### config.mk
export PLATFORM = sky130hd
export DESIGN_NAME = eu_dispatch_way0_flat
export DESIGN_NICKNAME = d
export VERILOG_FILES = /design/src/rtl/eu_way0_pkg.sv /design/src/rtl/eu_dispatch_way0_if.sv /design/src/rtl/eu_skid_buf2.sv /design/src/rtl/eu_dispatch_way0.sv /design/src/flat_wrapper.sv
export SDC_FILE = /design/constraint.sdc
export NUM_CORES = 1
export LEC_CHECK = 0
export CAP_MARGIN = 20
export CORE_AREA = 2 2 196 236
export CTS_BUF_LIST = sky130_fd_sc_hd__clkbuf_8
export CTS_CLUSTER_SIZE = 30
export DETAILED_ROUTE_END_ITERATION = 6
export DIE_AREA = 0 0 198 238
export HOLD_SLACK_MARGIN = 0.02
export PLACE_DENSITY = 0.85
export SYNTH_ARGS = -nofsm -noshare
export SYNTH_HDL_FRONTEND = slang
export SYNTH_SLANG_ARGS = --single-unit
### constraint.sdc
create_clock -name clk -period 2.7 [get_ports clk]
set_input_delay 0.54 -clock clk [delete_from_list [all_inputs] [get_ports clk]]
set_output_delay 0.54 -clock clk [all_outputs]
set_load 0.05 [all_outputs]
### src/rtl/eu_way0_pkg.sv
// Shared types for the way0 execution-unit dispatch path.
package eu_way0_pkg;

  localparam int EU_PKT_W = 253;

  typedef struct packed {
    logic [4:0]  rdAddr;
    logic        rdWriteEnable;
    logic [31:0] instAddr;
    logic [63:0] rs1;
    logic [63:0] rs2;
    logic [63:0] imm;
    logic [6:0]  opCode;
    logic [2:0]  funct3;
    logic [6:0]  funct7;
    logic [5:0]  shamt;
  } eu_pkt_t;

  typedef enum logic [1:0] {
    SKID_EMPTY = 2'd0,
    SKID_ONE   = 2'd1,
    SKID_FULL  = 2'd2
  } skid_state_e;

endpackage

### src/rtl/eu_dispatch_way0_if.sv
// Decode-side and EU-side buses of the way0 dispatcher.
// Decode side: a packet transfers on a clock edge where dec_valid_i && dec_ready_o.
// EU side: valid_o is a transfer strobe; the EU captures on every cycle it is high.
import eu_way0_pkg::*;

interface eu_dispatch_way0_if #(parameter int PID_W = 2);
  logic             dec_valid_i;
  logic             dec_ready_o;
  eu_pkt_t          dec_pkt_i;
  logic             valid_o;
  logic             ready_i;
  logic [4:0]       rdAddr_o;
  logic             rdWriteEnable_o;
  logic [31:0]      instAddr_o;
  logic [63:0]      rs1ReadData_o;
  logic [63:0]      rs2ReadData_o;
  logic [63:0]      imm_o;
  logic [6:0]       opCode_o;
  logic [2:0]       funct3_o;
  logic [6:0]       funct7_o;
  logic [5:0]       shamt_o;
  logic [PID_W-1:0] way0_pID_o;

  modport master (
    input  dec_valid_i, dec_pkt_i, ready_i,
    output dec_ready_o, valid_o, rdAddr_o, rdWriteEnable_o, instAddr_o,
           rs1ReadData_o, rs2ReadData_o, imm_o, opCode_o, funct3_o,
           funct7_o, shamt_o, way0_pID_o
  );

  modport slave (
    output dec_valid_i, dec_pkt_i, ready_i,
    input  dec_ready_o, valid_o, rdAddr_o, rdWriteEnable_o, instAddr_o,
           rs1ReadData_o, rs2ReadData_o, imm_o, opCode_o, funct3_o,
           funct7_o, shamt_o, way0_pID_o
  );
endinterface

### src/rtl/eu_skid_buf2.sv
// Generic 2-entry in-order skid buffer; entry 0 is always the head.
import eu_way0_pkg::*;

module eu_skid_buf2 #(
  parameter type T = logic
) (
  input  logic        clk,
  input  logic        reset_n,
  input  logic        push_i,
  input  T            din_i,
  input  logic        pop_i,
  input  logic        flush_i,
  output logic        ready_o,
  output T            head_o,
  output skid_state_e state_o
);

  skid_state_e state_q, state_d;
  T            e0_q, e0_d, e1_q, e1_d;
  logic        ready_q, ready_d;

  always_comb begin
    state_d = state_q;
    e0_d    = e0_q;
    e1_d    = e1_q;
    if (flush_i) begin
      state_d = SKID_EMPTY;
    end else begin
      case (state_q)
        SKID_EMPTY: if (push_i) begin
          e0_d    = din_i;
          state_d = SKID_ONE;
        end
        SKID_ONE: begin
          if (push_i && !pop_i) begin
            e1_d    = din_i;
            state_d = SKID_FULL;
          end else if (!push_i && pop_i) begin
            state_d = SKID_EMPTY;
          end else if (push_i && pop_i) begin
            e0_d = din_i;
          end
        end
        // ready_o is low while full, so a push cannot arrive here
        SKID_FULL: if (pop_i) begin
          e0_d    = e1_q;
          state_d = SKID_ONE;
        end
        default: state_d = SKID_EMPTY;
      endcase
    end
    ready_d = (state_d != SKID_FULL);
  end

  always_ff @(posedge clk or negedge reset_n) begin
    if (!reset_n) begin
      state_q <= SKID_EMPTY;
      e0_q    <= '0;
      e1_q    <= '0;
      ready_q <= 1'b1;
    end else begin
      state_q <= state_d;
      e0_q    <= e0_d;
      e1_q    <= e1_d;
      ready_q <= ready_d;
    end
  end

  assign ready_o = ready_q;
  assign head_o  = e0_q;
  assign state_o = state_q;

endmodule

### src/rtl/eu_dispatch_way0.sv
// Way0 EU dispatcher: skid buffer, credit-throttled dispatch strobe, rolling packet IDs.
import eu_way0_pkg::*;

module eu_dispatch_way0 #(
  parameter int MAX_INFLIGHT = 4,
  parameter int PID_W        = 2
) (
  input  logic                clk,
  input  logic                reset_n,
  eu_dispatch_way0_if.master  bus,
  input  logic                retire_i,
  input  logic                jumpFlag_i,
  output logic [2:0]          inflight_o,
  output logic                err_o,
  output skid_state_e         skid_state_o
);

  localparam logic [2:0] MAX_C = 3'(MAX_INFLIGHT);

  eu_pkt_t     head;
  skid_state_e skid_state;
  logic        skid_ready;
  logic        enq, fire;

  logic [2:0]       inflight_q, inflight_d;
  logic [PID_W-1:0] pid_q, pid_d;
  logic             err_q, err_d;

  // The EU register captures whenever valid_o is high, so every high cycle is a pop
  assign fire = (skid_state != SKID_EMPTY) && bus.ready_i &&
                (inflight_q < MAX_C) && !jumpFlag_i;
  assign enq  = bus.dec_valid_i && skid_ready && !jumpFlag_i;

  eu_skid_buf2 #(.T(eu_pkt_t)) u_skid (
    .clk     (clk),
    .reset_n (reset_n),
    .push_i  (enq),
    .din_i   (bus.dec_pkt_i),
    .pop_i   (fire),
    .flush_i (jumpFlag_i),
    .ready_o (skid_ready),
    .head_o  (head),
    .state_o (skid_state)
  );

  always_comb begin
    inflight_d = inflight_q;
    pid_d      = pid_q;
    err_d      = err_q;
    if (fire) pid_d = pid_q + PID_W'(1);
    if (fire && !retire_i) begin
      inflight_d = inflight_q + 3'd1;
    end else if (!fire && retire_i) begin
      if (inflight_q == 3'd0) err_d = 1'b1;
      else                    inflight_d = inflight_q - 3'd1;
    end
  end

  always_ff @(posedge clk or negedge reset_n) begin
    if (!reset_n) begin
      inflight_q <= '0;
      pid_q      <= '0;
      err_q      <= 1'b0;
    end else begin
      inflight_q <= inflight_d;
      pid_q      <= pid_d;
      err_q      <= err_d;
    end
  end

  assign bus.dec_ready_o     = skid_ready;
  assign bus.valid_o         = fire;
  assign bus.rdAddr_o        = head.rdAddr;
  assign bus.rdWriteEnable_o = head.rdWriteEnable;
  assign bus.instAddr_o      = head.instAddr;
  assign bus.rs1ReadData_o   = head.rs1;
  assign bus.rs2ReadData_o   = head.rs2;
  assign bus.imm_o           = head.imm;
  assign bus.opCode_o        = head.opCode;
  assign bus.funct3_o        = head.funct3;
  assign bus.funct7_o        = head.funct7;
  assign bus.shamt_o         = head.shamt;
  assign bus.way0_pID_o      = pid_q;
  assign inflight_o          = inflight_q;
  assign err_o               = err_q;
  assign skid_state_o        = skid_state;

endmodule

### src/flat_wrapper.sv
// flat-port wrapper written by rule: the top's interface ports become plain ports
module eu_dispatch_way0_flat 
#(
  parameter int MAX_INFLIGHT = 4,
  parameter int PID_W        = 2
)
  (clk, reset_n, retire_i, jumpFlag_i, inflight_o, err_o, skid_state_o, bus_dec_valid_i, bus_dec_pkt_i, bus_ready_i, bus_dec_ready_o, bus_valid_o, bus_rdAddr_o, bus_rdWriteEnable_o, bus_instAddr_o, bus_rs1ReadData_o, bus_rs2ReadData_o, bus_imm_o, bus_opCode_o, bus_funct3_o, bus_funct7_o, bus_shamt_o, bus_way0_pID_o);
  eu_dispatch_way0_if #(.PID_W(PID_W)) bus_i ();
  input  logic clk;
  input  logic reset_n;
  input  logic retire_i;
  input  logic jumpFlag_i;
  output logic [2:0] inflight_o;
  output logic err_o;
  output skid_state_e skid_state_o;
  input wire logic [$bits(bus_i.dec_valid_i)-1:0] bus_dec_valid_i;
  input wire logic [$bits(bus_i.dec_pkt_i)-1:0] bus_dec_pkt_i;
  input wire logic [$bits(bus_i.ready_i)-1:0] bus_ready_i;
  output wire logic [$bits(bus_i.dec_ready_o)-1:0] bus_dec_ready_o;
  output wire logic [$bits(bus_i.valid_o)-1:0] bus_valid_o;
  output wire logic [$bits(bus_i.rdAddr_o)-1:0] bus_rdAddr_o;
  output wire logic [$bits(bus_i.rdWriteEnable_o)-1:0] bus_rdWriteEnable_o;
  output wire logic [$bits(bus_i.instAddr_o)-1:0] bus_instAddr_o;
  output wire logic [$bits(bus_i.rs1ReadData_o)-1:0] bus_rs1ReadData_o;
  output wire logic [$bits(bus_i.rs2ReadData_o)-1:0] bus_rs2ReadData_o;
  output wire logic [$bits(bus_i.imm_o)-1:0] bus_imm_o;
  output wire logic [$bits(bus_i.opCode_o)-1:0] bus_opCode_o;
  output wire logic [$bits(bus_i.funct3_o)-1:0] bus_funct3_o;
  output wire logic [$bits(bus_i.funct7_o)-1:0] bus_funct7_o;
  output wire logic [$bits(bus_i.shamt_o)-1:0] bus_shamt_o;
  output wire logic [$bits(bus_i.way0_pID_o)-1:0] bus_way0_pID_o;
  assign bus_i.dec_valid_i = bus_dec_valid_i;
  assign bus_i.dec_pkt_i = bus_dec_pkt_i;
  assign bus_i.ready_i = bus_ready_i;
  assign bus_dec_ready_o = bus_i.dec_ready_o;
  assign bus_valid_o = bus_i.valid_o;
  assign bus_rdAddr_o = bus_i.rdAddr_o;
  assign bus_rdWriteEnable_o = bus_i.rdWriteEnable_o;
  assign bus_instAddr_o = bus_i.instAddr_o;
  assign bus_rs1ReadData_o = bus_i.rs1ReadData_o;
  assign bus_rs2ReadData_o = bus_i.rs2ReadData_o;
  assign bus_imm_o = bus_i.imm_o;
  assign bus_opCode_o = bus_i.opCode_o;
  assign bus_funct3_o = bus_i.funct3_o;
  assign bus_funct7_o = bus_i.funct7_o;
  assign bus_shamt_o = bus_i.shamt_o;
  assign bus_way0_pID_o = bus_i.way0_pID_o;
  eu_dispatch_way0 #(.MAX_INFLIGHT(MAX_INFLIGHT), .PID_W(PID_W)) u_core (.clk(clk), .reset_n(reset_n), .bus(bus_i), .retire_i(retire_i), .jumpFlag_i(jumpFlag_i), .inflight_o(inflight_o), .err_o(err_o), .skid_state_o(skid_state_o));
endmodule
# Yosys cells after proc, flatten, opt, wreduce, memory -nomap -nowiden
# Index checks and enable logic that the tools add are counted.
word_totals:
  regBits: 515
  in_bits: 259
  output_inout_bits: 263
  elab_cells: 78
classes:
  add_sub_neg: 3
  n_lt_le_gt_ge: 1
  eq_ne: 9
  muxes: 15
  n_bitwise: 2
  reduce_logical: 23
op_table:
  columns: ["operator", "count"]
  rows:
  - ["253-bit two-way mux", 5]
  - ["253-bit case mux with 3 select lines", 1]
  - ["1-bit logical AND", 10]
  - ["2-bit two-way mux", 5]
  - ["2-bit != test, second input constant", 5]
  - ["3-bit two-way mux", 3]
  - ["7-bit AND reduction", 1]
  - ["2-bit case mux with 3 select lines", 1]
  - ["3-bit AND reduction", 2]
  - ["1-bit zero test", 4]
  - ["2-bit by 1-bit != test with 1-bit output, second input constant", 2]
  - ["2-bit nonzero test", 2]
  - ["3-bit by 1-bit adder with 3-bit output, second input constant", 1]
  - ["3-bit zero test", 1]
  - ["3-bit less-than comparator, second input constant", 1]
  - ["3-bit nonzero test", 1]
  - ["3-bit by 1-bit subtractor with 3-bit output, second input constant", 1]
  - ["2-bit by 1-bit adder with 2-bit output, second input constant", 1]
  - ["2-bit by 1-bit equality test with 1-bit output, second input constant", 1]
  - ["2-bit equality test, second input constant", 1]
  - ["2-bit zero test", 1]
  - ["1-bit NOT", 2]
  - ["2-bit AND reduction", 1]

# Depth between registers and ports, before layout
# Gate-level depths: netlist of run 1.
depth:
  ltp_word: 10
  depth_mapped: 9
  depth_no_buf: 9

# Modules after synthesis
# From an unflattened synthesis of run 1, not the netlist that was laid out.
unflattened:
  cells_unflattened: 1399
  hier_area_um2: 22427.8
modules_own_cells:
  columns: ["mod", "instances", "cells_each", "area_per_inst_um2", "seq_area_each_um2"]
  rows:
  - ["eu_skid_buf2", 1, 1365, 22071.2, 12738.5]
  - ["eu_dispatch_way0", 1, 34, 356.6, 150.1]

# Worst setup path after synthesis of run 1
# OpenSTA, ideal clock, no wires.
synth_timing:
  kind: "reg-to-reg"
  startpoint: "register u_core.inflight_q[2] (netlist: u_core.inflight_o[2])"
  endpoint: "register u_core.inflight_q[2] (netlist: u_core.inflight_o[2])"
  setup_time_ps: 78
  arrival_time_ps: 3645
  required_ps: 2622
  path_slack_ps: -1023
  stages_incl_launch_ff: 10
  n_path_buf: 0
  period_less_slack_ps: 3723
  path_cell_list: "dfrtp_1 nand2b_4 nor3_1 ha_1 inv_1 fa_1 or2_2 o21ai_0 a21oi_1 a21oi_1"
synth_between:
  elab_chain_len: 7
  word_cells_on_any_way: 15
  cone_classes: "add/sub: 2; order compare: 1; eq/ne: 1; mux: 3; reduce/logical: 8"
synth_lines:
  columns: ["item", "line_no", "source"]
  rows:
  - ["start, declared", "eu_dispatch_way0.sv:25", "logic [2:0] inflight_q, inflight_d;"]
  - ["start signal, assigned", "eu_dispatch_way0.sv:65", "inflight_q <= inflight_d;"]
  - ["3-bit less-than comparator *", "eu_dispatch_way0.sv:31", "(inflight_q < MAX_C) && !jumpFlag_i;"]
  - ["1-bit logical AND *", "eu_dispatch_way0.sv:30", "assign fire = (skid_state != SKID_EMPTY) && bus.ready_i &&"]
  - ["1-bit logical AND *", "eu_dispatch_way0.sv:31", null]
  - ["via bus_valid_o", "flat_wrapper.sv:20", "output wire logic [$bits(bus_i.valid_o)-1:0] bus_valid_o;"]
  - ["1-bit zero test", "eu_dispatch_way0.sv:53", "end else if (!fire && retire_i) begin"]
  - ["1-bit logical AND", "eu_dispatch_way0.sv:53", null]
  - ["2-bit nonzero test (no source line)", null, null]
  - ["2-bit AND reduction (no source line)", null, null]
# The timed path passes the listed nets; every way through them passes the cells marked *. The select of a mux whose other input is x is not followed.
# A chain may end at the register's enable or synchronous reset.

# Final worst setup path of run 1
layout_timing:
  startpoint: "register u_core.u_skid.ready_q (netlist: u_core.u_skid.ready_o)"
  endpoint: "output bus_dec_ready_o"
layout_lines:
  columns: ["item", "line_no", "source"]
  rows:
  - ["start, declared", "eu_skid_buf2.sv:20", "logic ready_q, ready_d;"]
  - ["start signal, assigned", "eu_skid_buf2.sv:65", "ready_q <= ready_d;"]
  - ["end, declared", "flat_wrapper.sv:19", "output wire logic [$bits(bus_i.dec_ready_o)-1:0] bus_dec_ready_o;"]
# No word-level cell between the ends.

==> flow_summary.yaml, run 1 <==
cells_and_area:
  drive_gt1_share_pct: 27.6
  layout_common_cells: "nand2_1 (764), clkdlybuf4s50_1 (519), dfrtp_1 (511)"
  fin_util_pct: 69.1
  final_common_cell: "nand2_1"
  fin_nets: 2751
  fin_cells: 3164
  synthToLayoutAreaGrowth_pct: 34.4
timing:
  rsz0062_at_grt: "false"
  max_slew_margin_pct: 49.7
  finalCriticalPeriod_ps: 2570
  min_period_over_period_pct: 95.1
  setup_slack_ps: 132
  maxSlewViolCount: 0
  finalSetupViolCount: 0
  max_freq_ghz: 0.389
  whs_ps: 410
  fin_setup_tns_ps: 0
  tightest_slew_ps: 754
  hold_viol_final: 0
  finClkSkew_ps: 31.0
critical_path:
  path_buf_inv: 1
  path_delay_family: "buffers and inverters"
  endpoint_kind: "primary output"
  reg2reg_depth: 9
  required_ps: 2160
  reg2reg_from: "u_core.inflight_o[2]"
  path_cells: "clkdlybuf4s50_1"
  crit_fanout: 3
  regToRegSetupSlack_ps: 580
  critical_path_class: "reg -> out"
  start_kind: "flop"
  slowest_delay_ps: 820
  cp_slowest_cell: "clkdlybuf4s50_1"
  crit_arrival_ps: 2030
  r2r-end: "u_core.inflight_o[2]"
clock_network:
  cts_root_buf: "clkbuf_8"
  cts_buffer_depth: 3
  cts_resized: 0
  htreeDepth: 3
  post-cts-setup-buffers: 0
  path_clk_slew_ps: 70
  hold_buffers: 1
  clk_latency_ps: 660
  clkSinkCount: 515
  cts_buffers: 81
  cts_tree: "done"
global_route:
  grt_pass1_wl_um: 98300
  grt_start_max_net_pins: 136
  grt_pass1_vias: 18100
  grt_overflow: 0
  antenna_found_initial: 8
  grt.total_usage_pct: 26.8
power:
  power_per_cell_area_nw_per_um2: 1190
  irDropWorstVdd_uv: 920
  leakage_nw: 14.5
placed_design:
  port_buffers: 521
  post-place-ws_ps: 85.4
  dp.cells: 3014
  dpl.hpwl_um: 42800
  gp_congestion: 0.851
worst_hold_path:
  min_path_type: "in -> async"
detailed_routing:
  m1WireLength_um: 23500
  vias_per_cell: 5.30
  wl_met3_um: 6210
  firstDrtPassIters: 5
  final_antenna_net_count: 0
  drt_iter0_markers: 746
  vias: 16800
  routedWlPerCell_um: 20.0
  drc: 0
  wl_met2_um: 30700
  postRouteWirelength_um: 63200
  dr.max_layer_used: "met5"
logic_synthesis:
  synth.top_cells.by_area: "dfrtp_1 (56%), mux2_2 (16%), nand2_1 (12%), mux2_4 (11%), buf_6 (1.3%)"
  ys_types: 30
  ys_ff_latch: 515
  synth_nets: 2199
  yosysTopAreaCell: "dfrtp_1"
  synth_edf_count: 0
  synth_ff_type: "dfrtp_1"
  ys_seq_area_share_pct: 56.0
  syn-cell-area_um2: 23000
  synthDominantCellAreaShare_pct: 55.8
  yosysWarnings: 0
  synthArstFlopShare_pct: 100
  syn_inst: 1937
  synth_area_per_cell_um2: 11.9
floorplan:
  die-area_um2: 47100
  die_w_um: 198
  core-area_um2: 44800
  io_pins: 522
  num_rows: 85
  initial_core_util_pct: 51.4
  die_h_um: 238
outcome:
  run_status: "finished, final reports clean"
job:
  max-cap-violations: 0
[flip-flops by register name (all words and copies together), names as in the netlist]
register / flops
u_core.u_skid.e1_q: 253
u_core.u_skid.head_o: 253
u_core.inflight_o: 3
u_core.bus.way0_pID_o: 2
u_core.u_skid.state_o: 2
u_core.err_o: 1
u_core.u_skid.ready_o: 1
[power breakdown]
group	internal (mW)	leakage [nW]	switching [mW]	total [mW]
Clock	3.75	0.961	3.14	6.89
Combinational	6.99	7.42	9.31	16.3
Sequential	11.3	6.13	2.30	13.6
Total	22.1	14.5	14.7	36.8
[per-stage QoR]
| stage | total power [mW] | cell area [µm²] |
|---|---|---|
| finish | 36.8 | 30900 |
| global route | 38.3 | 30900 |
| CTS | 36.9 | 30900 |
| detailed placement | 29.9 | 29200 |
| global placement | 29.3 | 29200 |
| floorplan | 24.0 | 23100 |
[cell usage after synthesis, drive strengths merged (2+ instances only)]
master	instances
nand2	764
dfrtp	514
mux2	506
buf	68
clkbuf	44
nor3	6
nor2	5
a21oi	4
inv	4
a21o	2
ha	2
nand2b	2
nor2b	2
o21ai	2
[how the worst max path moves through the flow]
stage	slack, ps	endpoint	start	depth (start not counted)
after floorplan	6	u_core.inflight_o[2]	u_core.inflight_o[2]	9
after global placement	70	u_core.inflight_o[2]	bus_ready_i	10
after detailed placement	90	u_core.inflight_o[2]	bus_ready_i	10
after CTS	80	bus_dec_ready_o	u_core.u_skid.ready_o	1
after global routing	80	inflight_o[0]	u_core.inflight_o[0]	1
final	130	bus_dec_ready_o	u_core.u_skid.ready_o	1
[routing by layer]
layer	vias up	GRT usage, %
met5	-	0
met4	4	13.8
met3	157	9.24
met2	734	44.3
met1	8409	30.8
li1	7467	-
[layout make-up]
cell class | instances | area [µm²]
timing repair buffer | 581 | 6070
antenna | 5 | 12.5
fill | 2920 | 13800
clock buffer | 104 | 1430
inverter | 4 | 15.0
multi-input combinational | 1306 | 9510
sequential | 515 | 12900
tap | 609 | 762
clock inverter | 40 | 255
[kinds of logic after synthesis]
family	share of synthesized area, %
mux	27.5
xor+xnor	0.0761
flops	56.0
buf+inv	2.99
fa+ha+maj	0.196
simple gates	12.9
compound gates	0.369
No activity file was read; power rests on OpenSTA's default activity.
==> run 2: changes to the inputs <==
- CELL_PAD_IN_SITES_DETAIL_PLACEMENT: default -> 0
- CELL_PAD_IN_SITES_GLOBAL_PLACEMENT: default -> 1
- CORE_AREA: 2 2 196 236 -> 2 2 220 265
- DIE_AREA: 0 0 198 238 -> 0 0 222 267
- PLACE_DENSITY: 0.85 -> 0.79
==> flow_summary.yaml, run 2 (synthesis results as in run 1) <==
power:
  leakage_nw: 14.6
  power_per_cell_area_nw_per_um2: 1170
  irDropWorstVdd_uv: 683
  power.total_mw: 36.6
critical_path:
  critical_path_class: "reg -> out"
  required_ps: 2160
  regToRegSetupSlack_ps: 560
  path_cells: "clkdlybuf4s50_1"
  reg2reg_depth: 6
  cp_slowest_cell: "clkdlybuf4s50_1"
  start_kind: "flop"
  path_delay_family: "buffers and inverters"
  crit_arrival_ps: 2020
  slowest_delay_ps: 820
  r2r-end: "u_core.u_skid.head_o[200]"
  endpoint_kind: "primary output"
  reg2reg_from: "u_core.inflight_o[2]"
  path_buf_inv: 1
  crit_fanout: 3
timing:
  hold_viol_final: 0
  fin_setup_tns_ps: 0
  finalCriticalPeriod_ps: 2560
  max_freq_ghz: 0.391
  finalSetupViolCount: 0
  min_period_over_period_pct: 94.7
  tightest_slew_ps: 901
  finClkSkew_ps: 36.1
  setup_slack_ps: 143
  max_slew_margin_pct: 40.0
  maxSlewViolCount: 0
  rsz0062_at_grt: "false"
floorplan:
  die_w_um: 222
  die-area_um2: 59300
  initial_core_util_pct: 40.5
  num_rows: 96
  io_pins: 522
  core-area_um2: 56800
  die_h_um: 267
cells_and_area:
  fin_nets: 2763
  fillers: 4846
  multi_input_area_um2: 9510
  synthToLayoutAreaGrowth_pct: 35.6
  layout_common_cells: "nand2_1 (764), clkdlybuf4s50_1 (519), dfrtp_1 (511)"
  ff_latch_area_um2: 12900
  fin_cells: 3307
  final_common_cell: "nand2_1"
  drive_gt1_share_pct: 27.8
global_route:
  grt.total_usage_pct: 20.8
  antenna_found_initial: 9
  grt_overflow: 0
  grt_pass1_wl_um: 97000
  grt_start_max_net_pins: 148
  grt_pass1_vias: 17000
clock_network:
  path_clk_slew_ps: 60
  htreeDepth: 3
  cts_resized: 0
  cts_buffer_depth: 3
  cts_tree: "done"
  clkSinkCount: 515
  cts_root_buf: "clkbuf_8"
  cts_buffers: 86
  clk_latency_ps: 660
worst_hold_path:
  min_path_type: "in -> async"
placed_design:
  post-place-ws_ps: 47.1
  port_buffers: 521
  dp.cells: 3147
  gp_congestion: 0.788
  dpl.hpwl_um: 42000
detailed_routing:
  vias_per_cell: 4.90
  drt_iter0_markers: 892
  routedWlPerCell_um: 18.8
  postRouteWirelength_um: 62000
  firstDrtPassIters: 5
  drc: 0
  final_antenna_net_count: 0
  vias: 16200
job:
  max-cap-violations: 0
outcome:
  run_status: "finished, final reports clean"
run 2: changes by cell type in the layout (fill, tap and decap cells not counted), sizes merged:
cell,delta
buf,+7
clkbuf,+5
bufinv,-2
inv,+9
diode,+3
clkinv,-6
clkinvlp,+1
run 2: cell type report:
class	count	share of cell area, %
clock inverter	42	0.733
antenna	8	0.0641
clock buffer	109	4.80
timing repair buffer	588	19.7
multi-input combinational	1306	30.4
inverter	4	0.0481
sequential	515	41.3
tap	735	2.94
run 2: how the worst max path moves through the flow:
stage	startpoint	end	slack (ps)	cells after the start
floorplan	u_core.inflight_o[2]	u_core.inflight_o[2]	6	9
global placement	bus_ready_i	u_core.inflight_o[2]	50	10
detailed placement	bus_ready_i	u_core.u_skid.head_o[185]	50	7
CTS	u_core.u_skid.ready_o	bus_dec_ready_o	60	1
global route	u_core.u_skid.ready_o	bus_dec_ready_o	60	1
finish	u_core.u_skid.ready_o	bus_dec_ready_o	140	1
run 2: routing by layer:
| layer | vias to the layer above | routed length (µm) | track usage [%] |
|---|---|---|---|
| met5 | - | 25 | 0 |
| met4 | 4 | 1450 | 7.40 |
| met3 | 99 | 5680 | 7.94 |
| met2 | 535 | 29600 | 33.6 |
| met1 | 8059 | 25300 | 25.5 |
| li1 | 7506 | - | - |
run 2: repair_timing:
action                    CTS  global route
hold endpoints to repair   44             0
hold buffers                1             0
buffers inserted            0             0
run 2: report_power, final:
group | switching [mW] | internal (mW)
combinational | 9.26 | 7.01
clock | 3.22 | 3.73
sequential | 2.09 | 11.3
run 2: through the flow:
stage	hold WS [ps]	cell area (µm²)	utilization, %
final	461	31200	55.0
after global routing	460	31200	55.0
after CTS	442	31200	54.9
after detailed placement	463	29500	51.9
after global placement	456	29500	51.9
after floorplan	244	23100	-
run 2: worst reg2reg max path: stages (launching register included):
cell and delay, ps:
dfrtp_2 470, nand2b_4 170, buf_4 150, nor3_1 210
a21o_4 180, buf_4 400, mux2_2 420
